===== config.mk =====
export PLATFORM = sky130hd
export DESIGN_NAME = cordic_vectoring_flat
export DESIGN_NICKNAME = d
export VERILOG_FILES = /design/src/rtl/cordic_pkg.sv /design/src/rtl/cordic_vectoring_if.sv /design/src/rtl/cordic_vec_stage.sv /design/src/rtl/cordic_vectoring.sv /design/src/flat_wrapper.sv
export SDC_FILE = /design/constraint.sdc
export NUM_CORES = 1
export LEC_CHECK = 0
export ABC_AREA = 1
export BUFFER_PORTS_ARGS = -buffer_cell sky130_fd_sc_hd__buf_2
export CELL_PAD_IN_SITES_DETAIL_PLACEMENT = 0
export CELL_PAD_IN_SITES_GLOBAL_PLACEMENT = 1
export CORE_MARGIN = 1
export CORE_UTILIZATION = 45
export CTS_CLUSTER_DIAMETER = 30
export DETAILED_ROUTE_END_ITERATION = 16
export PLACE_DENSITY = 0.77
export SYNTH_ARGS = -nofsm -noshare
export SYNTH_HDL_FRONTEND = slang
export SYNTH_HIERARCHICAL = 1
export SYNTH_SLANG_ARGS = --single-unit

===== constraint.sdc =====
create_clock -name clock -period 7.24 [get_ports clock]
set_input_delay 1.086 -clock clock [delete_from_list [all_inputs] [get_ports clock]]
set_output_delay 1.086 -clock clock [all_outputs]
set_load 0.005 [all_outputs]

===== src/rtl/cordic_pkg.sv =====
// Shared CORDIC definitions: angle constants, arctangent table, gain compensation and FSM states.
// Angles are signed radians scaled by 2^(aw-3); the table is held at 32-bit scale and rescaled.
package cordic_pkg;

  localparam int          ITER_W          = 5;
  localparam logic [15:0] CORDIC_GAIN_INV = 16'h26DD;
  localparam logic [63:0] ANGLE_PI        = 64'h6487ED51;
  localparam logic [63:0] ANGLE_PI_2      = 64'h3243F6A9;

  typedef enum logic [2:0] {S_IDLE, S_FOLD, S_ITER, S_COMP, S_DONE} cordic_state_t;

  function automatic logic [63:0] scale_angle(input logic [63:0] v, input int aw);
    if (aw >= 32) return v << (aw - 32);
    else          return v >> (32 - aw);
  endfunction

  // atan(2^-i) * 2^29, rounded to nearest
  function automatic logic [63:0] atan_tab(input logic [ITER_W-1:0] i, input int aw);
    logic [31:0] t;
    case (i)
      5'd0:  t = 32'h1921FB54;
      5'd1:  t = 32'h0ED63383;
      5'd2:  t = 32'h07D6DD7E;
      5'd3:  t = 32'h03FAB753;
      5'd4:  t = 32'h01FF55BB;
      5'd5:  t = 32'h00FFEAAE;
      5'd6:  t = 32'h007FFD55;
      5'd7:  t = 32'h003FFFAB;
      5'd8:  t = 32'h001FFFF5;
      5'd9:  t = 32'h000FFFFF;
      5'd10: t = 32'h00080000;
      5'd11: t = 32'h00040000;
      5'd12: t = 32'h00020000;
      5'd13: t = 32'h00010000;
      5'd14: t = 32'h00008000;
      5'd15: t = 32'h00004000;
      5'd16: t = 32'h00002000;
      5'd17: t = 32'h00001000;
      5'd18: t = 32'h00000800;
      5'd19: t = 32'h00000400;
      5'd20: t = 32'h00000200;
      5'd21: t = 32'h00000100;
      5'd22: t = 32'h00000080;
      5'd23: t = 32'h00000040;
      5'd24: t = 32'h00000020;
      5'd25: t = 32'h00000010;
      5'd26: t = 32'h00000008;
      5'd27: t = 32'h00000004;
      5'd28: t = 32'h00000002;
      default: t = 32'h00000001;
    endcase
    return scale_angle({32'd0, t}, aw);
  endfunction

endpackage


===== src/rtl/cordic_vectoring_if.sv =====
// Start/done request and result bundle for the vectoring CORDIC.
interface cordic_vectoring_if #(
  parameter int WIDTH       = 16,
  parameter int ANGLE_WIDTH = 32
);
  logic                          start;
  logic signed [WIDTH-1:0]       x_in;
  logic signed [WIDTH-1:0]       y_in;
  logic        [WIDTH-1:0]       magnitude;
  logic signed [ANGLE_WIDTH-1:0] angle;
  logic                          busy;
  logic                          done;

  modport master (output start, x_in, y_in, input  magnitude, angle, busy, done);
  modport slave  (input  start, x_in, y_in, output magnitude, angle, busy, done);
endinterface


===== src/rtl/cordic_vec_stage.sv =====
// One vectoring micro-rotation: drives y toward zero and accumulates the rotated angle in z.
module cordic_vec_stage
  import cordic_pkg::*;
#(
  parameter int XW = 18,
  parameter int AW = 32
) (
  input  logic signed [XW-1:0]     x,
  input  logic signed [XW-1:0]     y,
  input  logic signed [AW-1:0]     z,
  input  logic        [ITER_W-1:0] i,
  output logic signed [XW-1:0]     x_n,
  output logic signed [XW-1:0]     y_n,
  output logic signed [AW-1:0]     z_n
);
  logic signed [XW-1:0] xs, ys;
  logic signed [AW-1:0] a;

  assign xs = x >>> i;
  assign ys = y >>> i;
  assign a  = signed'(AW'(atan_tab(i, AW)));

  always_comb begin
    if (!y[XW-1]) begin
      x_n = x + ys;
      y_n = y - xs;
      z_n = z + a;
    end else begin
      x_n = x - ys;
      y_n = y + xs;
      z_n = z - a;
    end
  end
endmodule


===== src/rtl/cordic_vectoring.sv =====
// Iterative vectoring-mode CORDIC: (x, y) -> gain-compensated magnitude and atan2(y, x).
// One micro-rotation per clock, bracketed by a quadrant fold and a gain-compensation cycle.
module cordic_vectoring
  import cordic_pkg::*;
#(
  parameter int WIDTH       = 16,
  parameter int ITERATIONS  = 15,
  parameter int ANGLE_WIDTH = 32
) (
  input logic               clock,
  input logic               reset,
  cordic_vectoring_if.slave bus
);
  localparam int XW = WIDTH + 2;
  localparam int PW = XW + 17;
  localparam logic signed [ANGLE_WIDTH-1:0] PI_A   = ANGLE_WIDTH'(scale_angle(ANGLE_PI, ANGLE_WIDTH));
  localparam logic signed [ANGLE_WIDTH-1:0] PI_2_A = ANGLE_WIDTH'(scale_angle(ANGLE_PI_2, ANGLE_WIDTH));
  localparam logic [ITER_W-1:0]             LAST   = ITER_W'(ITERATIONS - 1);

  cordic_state_t                 state;
  logic signed [XW-1:0]          x_r, y_r, x_n, y_n;
  logic signed [ANGLE_WIDTH-1:0] z_r, z_n, angle_q;
  logic        [ITER_W-1:0]      iter;
  logic                          zero_vec, busy_q, done_q;
  logic        [WIDTH-1:0]       mag_q;
  logic signed [PW-1:0]          kx, prod;

  cordic_vec_stage #(.XW(XW), .AW(ANGLE_WIDTH)) u_stage (
    .x(x_r), .y(y_r), .z(z_r), .i(iter), .x_n(x_n), .y_n(y_n), .z_n(z_n)
  );

  assign kx   = PW'(signed'({1'b0, CORDIC_GAIN_INV}));
  assign prod = PW'(x_r) * kx;

  assign bus.magnitude = mag_q;
  assign bus.angle     = angle_q;
  assign bus.busy      = busy_q;
  assign bus.done      = done_q;

  always_ff @(posedge clock or posedge reset) begin
    if (reset) begin
      state    <= S_IDLE;
      x_r      <= '0;
      y_r      <= '0;
      z_r      <= '0;
      iter     <= '0;
      zero_vec <= 1'b0;
      mag_q    <= '0;
      angle_q  <= '0;
      busy_q   <= 1'b0;
      done_q   <= 1'b0;
    end else begin
      case (state)
        S_IDLE: begin
          done_q <= 1'b0;
          if (bus.start) begin
            x_r      <= {{2{bus.x_in[WIDTH-1]}}, bus.x_in};
            y_r      <= {{2{bus.y_in[WIDTH-1]}}, bus.y_in};
            zero_vec <= (bus.x_in == '0) && (bus.y_in == '0);
            busy_q   <= 1'b1;
            state    <= S_FOLD;
          end
        end
        S_FOLD: begin
          // Left half-plane is rotated by +/-pi/2 so the iterations only cover (-pi/2, pi/2)
          if (x_r[XW-1]) begin
            if (!y_r[XW-1]) begin
              x_r <= y_r;
              y_r <= -x_r;
              z_r <= PI_2_A;
            end else begin
              x_r <= -y_r;
              y_r <= x_r;
              z_r <= -PI_2_A;
            end
          end else begin
            z_r <= '0;
          end
          iter  <= '0;
          state <= S_ITER;
        end
        S_ITER: begin
          x_r <= x_n;
          y_r <= y_n;
          z_r <= z_n;
          if (iter == LAST) state <= S_COMP;
          else              iter  <= iter + 1'b1;
        end
        S_COMP: begin
          mag_q <= WIDTH'(prod >>> (WIDTH - 2));
          // Residual overshoot past pi is clamped so the x<0, y=0 case stays at +pi
          if (zero_vec)         angle_q <= '0;
          else if (z_r > PI_A)  angle_q <= PI_A;
          else if (z_r <= -PI_A) angle_q <= -PI_A + 1'b1;
          else                  angle_q <= z_r;
          state <= S_DONE;
        end
        S_DONE: begin
          done_q <= 1'b1;
          busy_q <= 1'b0;
          state  <= S_IDLE;
        end
        default: state <= S_IDLE;
      endcase
    end
  end
endmodule


===== src/flat_wrapper.sv =====
// flat-port wrapper written by rule: the top's interface ports become plain ports
module cordic_vectoring_flat import cordic_pkg::*;
#(
  parameter int WIDTH       = 16,
  parameter int ITERATIONS  = 15,
  parameter int ANGLE_WIDTH = 32
)
  (clock, reset, bus_start, bus_x_in, bus_y_in, bus_magnitude, bus_angle, bus_busy, bus_done);
  cordic_vectoring_if #(.WIDTH(WIDTH), .ANGLE_WIDTH(ANGLE_WIDTH)) bus_i ();
  input logic clock;
  input logic reset;
  input wire logic [$bits(bus_i.start)-1:0] bus_start;
  input wire logic [$bits(bus_i.x_in)-1:0] bus_x_in;
  input wire logic [$bits(bus_i.y_in)-1:0] bus_y_in;
  output wire logic [$bits(bus_i.magnitude)-1:0] bus_magnitude;
  output wire logic [$bits(bus_i.angle)-1:0] bus_angle;
  output wire logic [$bits(bus_i.busy)-1:0] bus_busy;
  output wire logic [$bits(bus_i.done)-1:0] bus_done;
  assign bus_i.start = bus_start;
  assign bus_i.x_in = bus_x_in;
  assign bus_i.y_in = bus_y_in;
  assign bus_magnitude = bus_i.magnitude;
  assign bus_angle = bus_i.angle;
  assign bus_busy = bus_i.busy;
  assign bus_done = bus_i.done;
  cordic_vectoring #(.WIDTH(WIDTH), .ITERATIONS(ITERATIONS), .ANGLE_WIDTH(ANGLE_WIDTH)) u_core (.clock(clock), .reset(reset), .bus(bus_i));
endmodule

==> flow_summary.json <==
{
  "status": "finished clean",
  "worstSetupEndpointType": "flip-flop",
  "r2r_end": "u_core/bus.magnitude[9]",
  "synth_ff_type": "dfrtp_1",
  "critPathLaunchType": "flip-flop",
  "grt_pass1_wl_um": 110000,
  "mostFrequentLayoutCells": "nand2_1 (823), inv_1 (405), nand3_1 (252)",
  "post_synth_inst_count": 2985,
  "clock_skew_ps": 11.4,
  "cap_violations": 0,
  "numCtsBuffers": 17,
  "drtAntennaViolNets": 0,
  "synth_cell_types": 58,
  "die-height_um": 213,
  "hpwl_um": 58300,
  "ys_warn_count": 6,
  "rr_startpoint": "u_core/x_r[14]",
  "cp.arrival_ps": 5950,
  "firstDrtPassIters": 8,
  "cts-htree-levels": 4,
  "critical_path_class": "reg2reg",
  "cts_resized": 0,
  "post_cts_buffers": 0,
  "gp_congestion": 0.962,
  "r2r_slack_ps": 1630,
  "crit_family": "adder cells",
  "fin_nets": 3385,
  "netlist_area_um2": 20000,
  "rsz0062_at_grt": "no",
  "critPathMaxStageDelay_ps": 630,
  "antennaDiodeCount": 0,
  "postSynthAreaPerCell_um2": 6.71,
  "grt.total_usage_pct": 31.9,
  "path_buf_inv": 6,
  "ys_ff_latch": 127,
  "clk_pin_slew_ps": 60,
  "drcViolationCount": 0,
  "clk-insertion-delay-late_ps": 450,
  "area_growth_pct": 6.98,
  "clock_sinks": 127,
  "globalRoute.totalOverflow": 0,
  "path_common_cell": "inv_1",
  "fin_crit_ps": 5610,
  "r2r_cells": 21,
  "relSlewSlack_pct": 24.2,
  "setup_viol_count_final": 0,
  "slew_violations": 0,
  "holdBufCountCts": 0,
  "synth_top_area_share_pct": 15.9,
  "synth-seq-area-share_pct": 15.9,
  "cts-root-buf": "clkbuf_16",
  "synth_edf_count": 0,
  "synth-async-reset-ratio_pct": 100,
  "tns_ps": 0,
  "pin_count": 85,
  "postLayoutCoreUtil_pct": 49.3,
  "hold_viol": 0,
  "grt_max_degree": 68,
  "wl_per_cell_um": 19.7,
  "cp_cell_sequence": "inv_1, ha_1, inv_1, fa_1, inv_1, fa_1, fa_1, fa_1, inv_1, fa_1, inv_1, ha_1, nand2_1, nor2_1, inv_1, nor3_1, nand4_1, nand3_1, nand2_1, nand3_1, nand2_1",
  "holdCritPathClass": "reg2reg",
  "critPathRequiredTime_ps": 7570,
  "dieWidth_um": 213,
  "clock_path_buffers": 2,
  "drive_gt1_share_pct": 6.88,
  "startpoint": "u_core/x_r[14]",
  "synth_nets": 3346,
  "die_area_um2": 45400,
  "layout_commonest_cell": "nand2_1",
  "worstMarginPinSlew_ps": 1120,
  "antenna_found_initial": 0,
  "wl_um": 71300,
  "start_util_pct": 46.1,
  "core.rowCount": 76,
  "drt-vias-per-instance": 5.55,
  "num_vias": 20094,
  "drt_iter0_drc": 1744,
  "fillers": 4540,
  "grt_pass1_vias": 19126,
  "netlist.top_cell.by_area": "dfrtp_1",
  "synth_area_leaders": "dfrtp_1 (16%), nand2_1 (15%), ha_1 (14%), fa_1 (10%), inv_1 (7.6%)",
  "cts_tree": "built",
  "worstSetupEndpoint": "u_core/bus.magnitude[9]",
  "core_area_um2": 43500,
  "cp_max_fo": 10,
  "fmax_ghz": 0.178,
  "slowest_stage": "dfrtp_1",
  "hp-start": "u_core/bus.angle[15]",
  "fin_crit_sh_pct": 77.5,
  "portBuffers": 84,
  "worst-path-stages": 21
}
Yosys cell counts (all sizes together), types with 3 or more instances:
cell type / number
xnor2: 41
o211ai: 13
buf: 55
nand3: 257
o21ai: 164
a21oi: 153
nor3: 32
a221oi: 3
clkbuf: 25
fa: 102
ha: 224
nand4: 30
a211oi: 6
nor4: 11
nand2: 836
a22oi: 30
a41oi: 12
dfrtp: 127
a31oi: 20
a21boi: 3
xor2: 91
a21o: 17
or2: 3
nor2: 268
inv: 424
o31ai: 5
o21bai: 8
o21a: 4
nand3b: 10
sequential cells by signal, summed over array words and instances, names as in the netlist:
register              flops
u_core/bus.magnitude     16
u_core/x_r               18
u_core/iter               5
u_core/state              3
u_core/y_r               18
u_core/z_r               32
u_core/bus.busy           1
u_core/bus.done           1
u_core/zero_vec           1
u_core/bus.angle         32
per-layer routing:
layer / up-vias / wire length [µm] / track usage [%]
met2: 704 / 32600 / 51.8
met4: 0 / 2370 / 11.3
met3: 102 / 3650 / 3.56
met5: - / 0 / 0
li1: 9780 / - / -
met1: 9508 / 32700 / 43.8
final cells by class:
| cell class | instances | area (µm²) | area share (%) |
|---|---|---|---|
| inverters | 425 | 1610 | 7.49 |
| repair buffers | 100 | 541 | 2.52 |
| multi-input cells | 2353 | 14800 | 69.1 |
| clock inverters | 14 | 134 | 0.624 |
| flip-flops and latches | 127 | 3180 | 14.8 |
| clock buffers | 18 | 429 | 2.00 |
| well taps | 585 | 732 | 3.41 |
worst register-to-register path, delay by kind of cell, from the launching register on:
kind,cells,cell delay (ps)
adders and majority gates,7,3360
buffers and inverters,6,480
DFF,1,630
and+or+nand+nor,8,1030
how the worst min path moves through the flow:
stage | endpoint | slack (ps) | cells after the start
after floorplan | u_core/bus.busy | 470 | 2
after global placement | u_core/bus.angle[14] | 460 | 2
after detailed placement | u_core/bus.angle[16] | 460 | 2
after CTS | u_core/bus.angle[15] | 480 | 2
after global routing | u_core/bus.magnitude[12] | 490 | 2
final | u_core/bus.angle[15] | 470 | 2
stage by stage:
stage               hold slack [ps]  instances  cell area (µm²)  setup WS, ps
floorplan                       471       2985            20000          2320
global placement                462       3590            20900          1690
detailed placement              462       3590            20900          1670
CTS                             478       3622            21400          1660
global route                    491       3622            21400          1260
finish                          473       3622            21400          1630
cells by family after synthesis:
kind of cell,after synthesis,share of synthesized area [%]
AND/OR/NAND/NOR,1450,31.0
buffers and inverters,505,10.2
AO/OA/AOI/OAI,445,13.0
adder cells (fa/ha/maj),326,24.2
XOR/XNOR,132,5.77
flip-flops,127,15.9
Power is left out: the tool's default activity adds up to more than one toggle a clock period on the data nets, which glitch-free logic cannot reach.
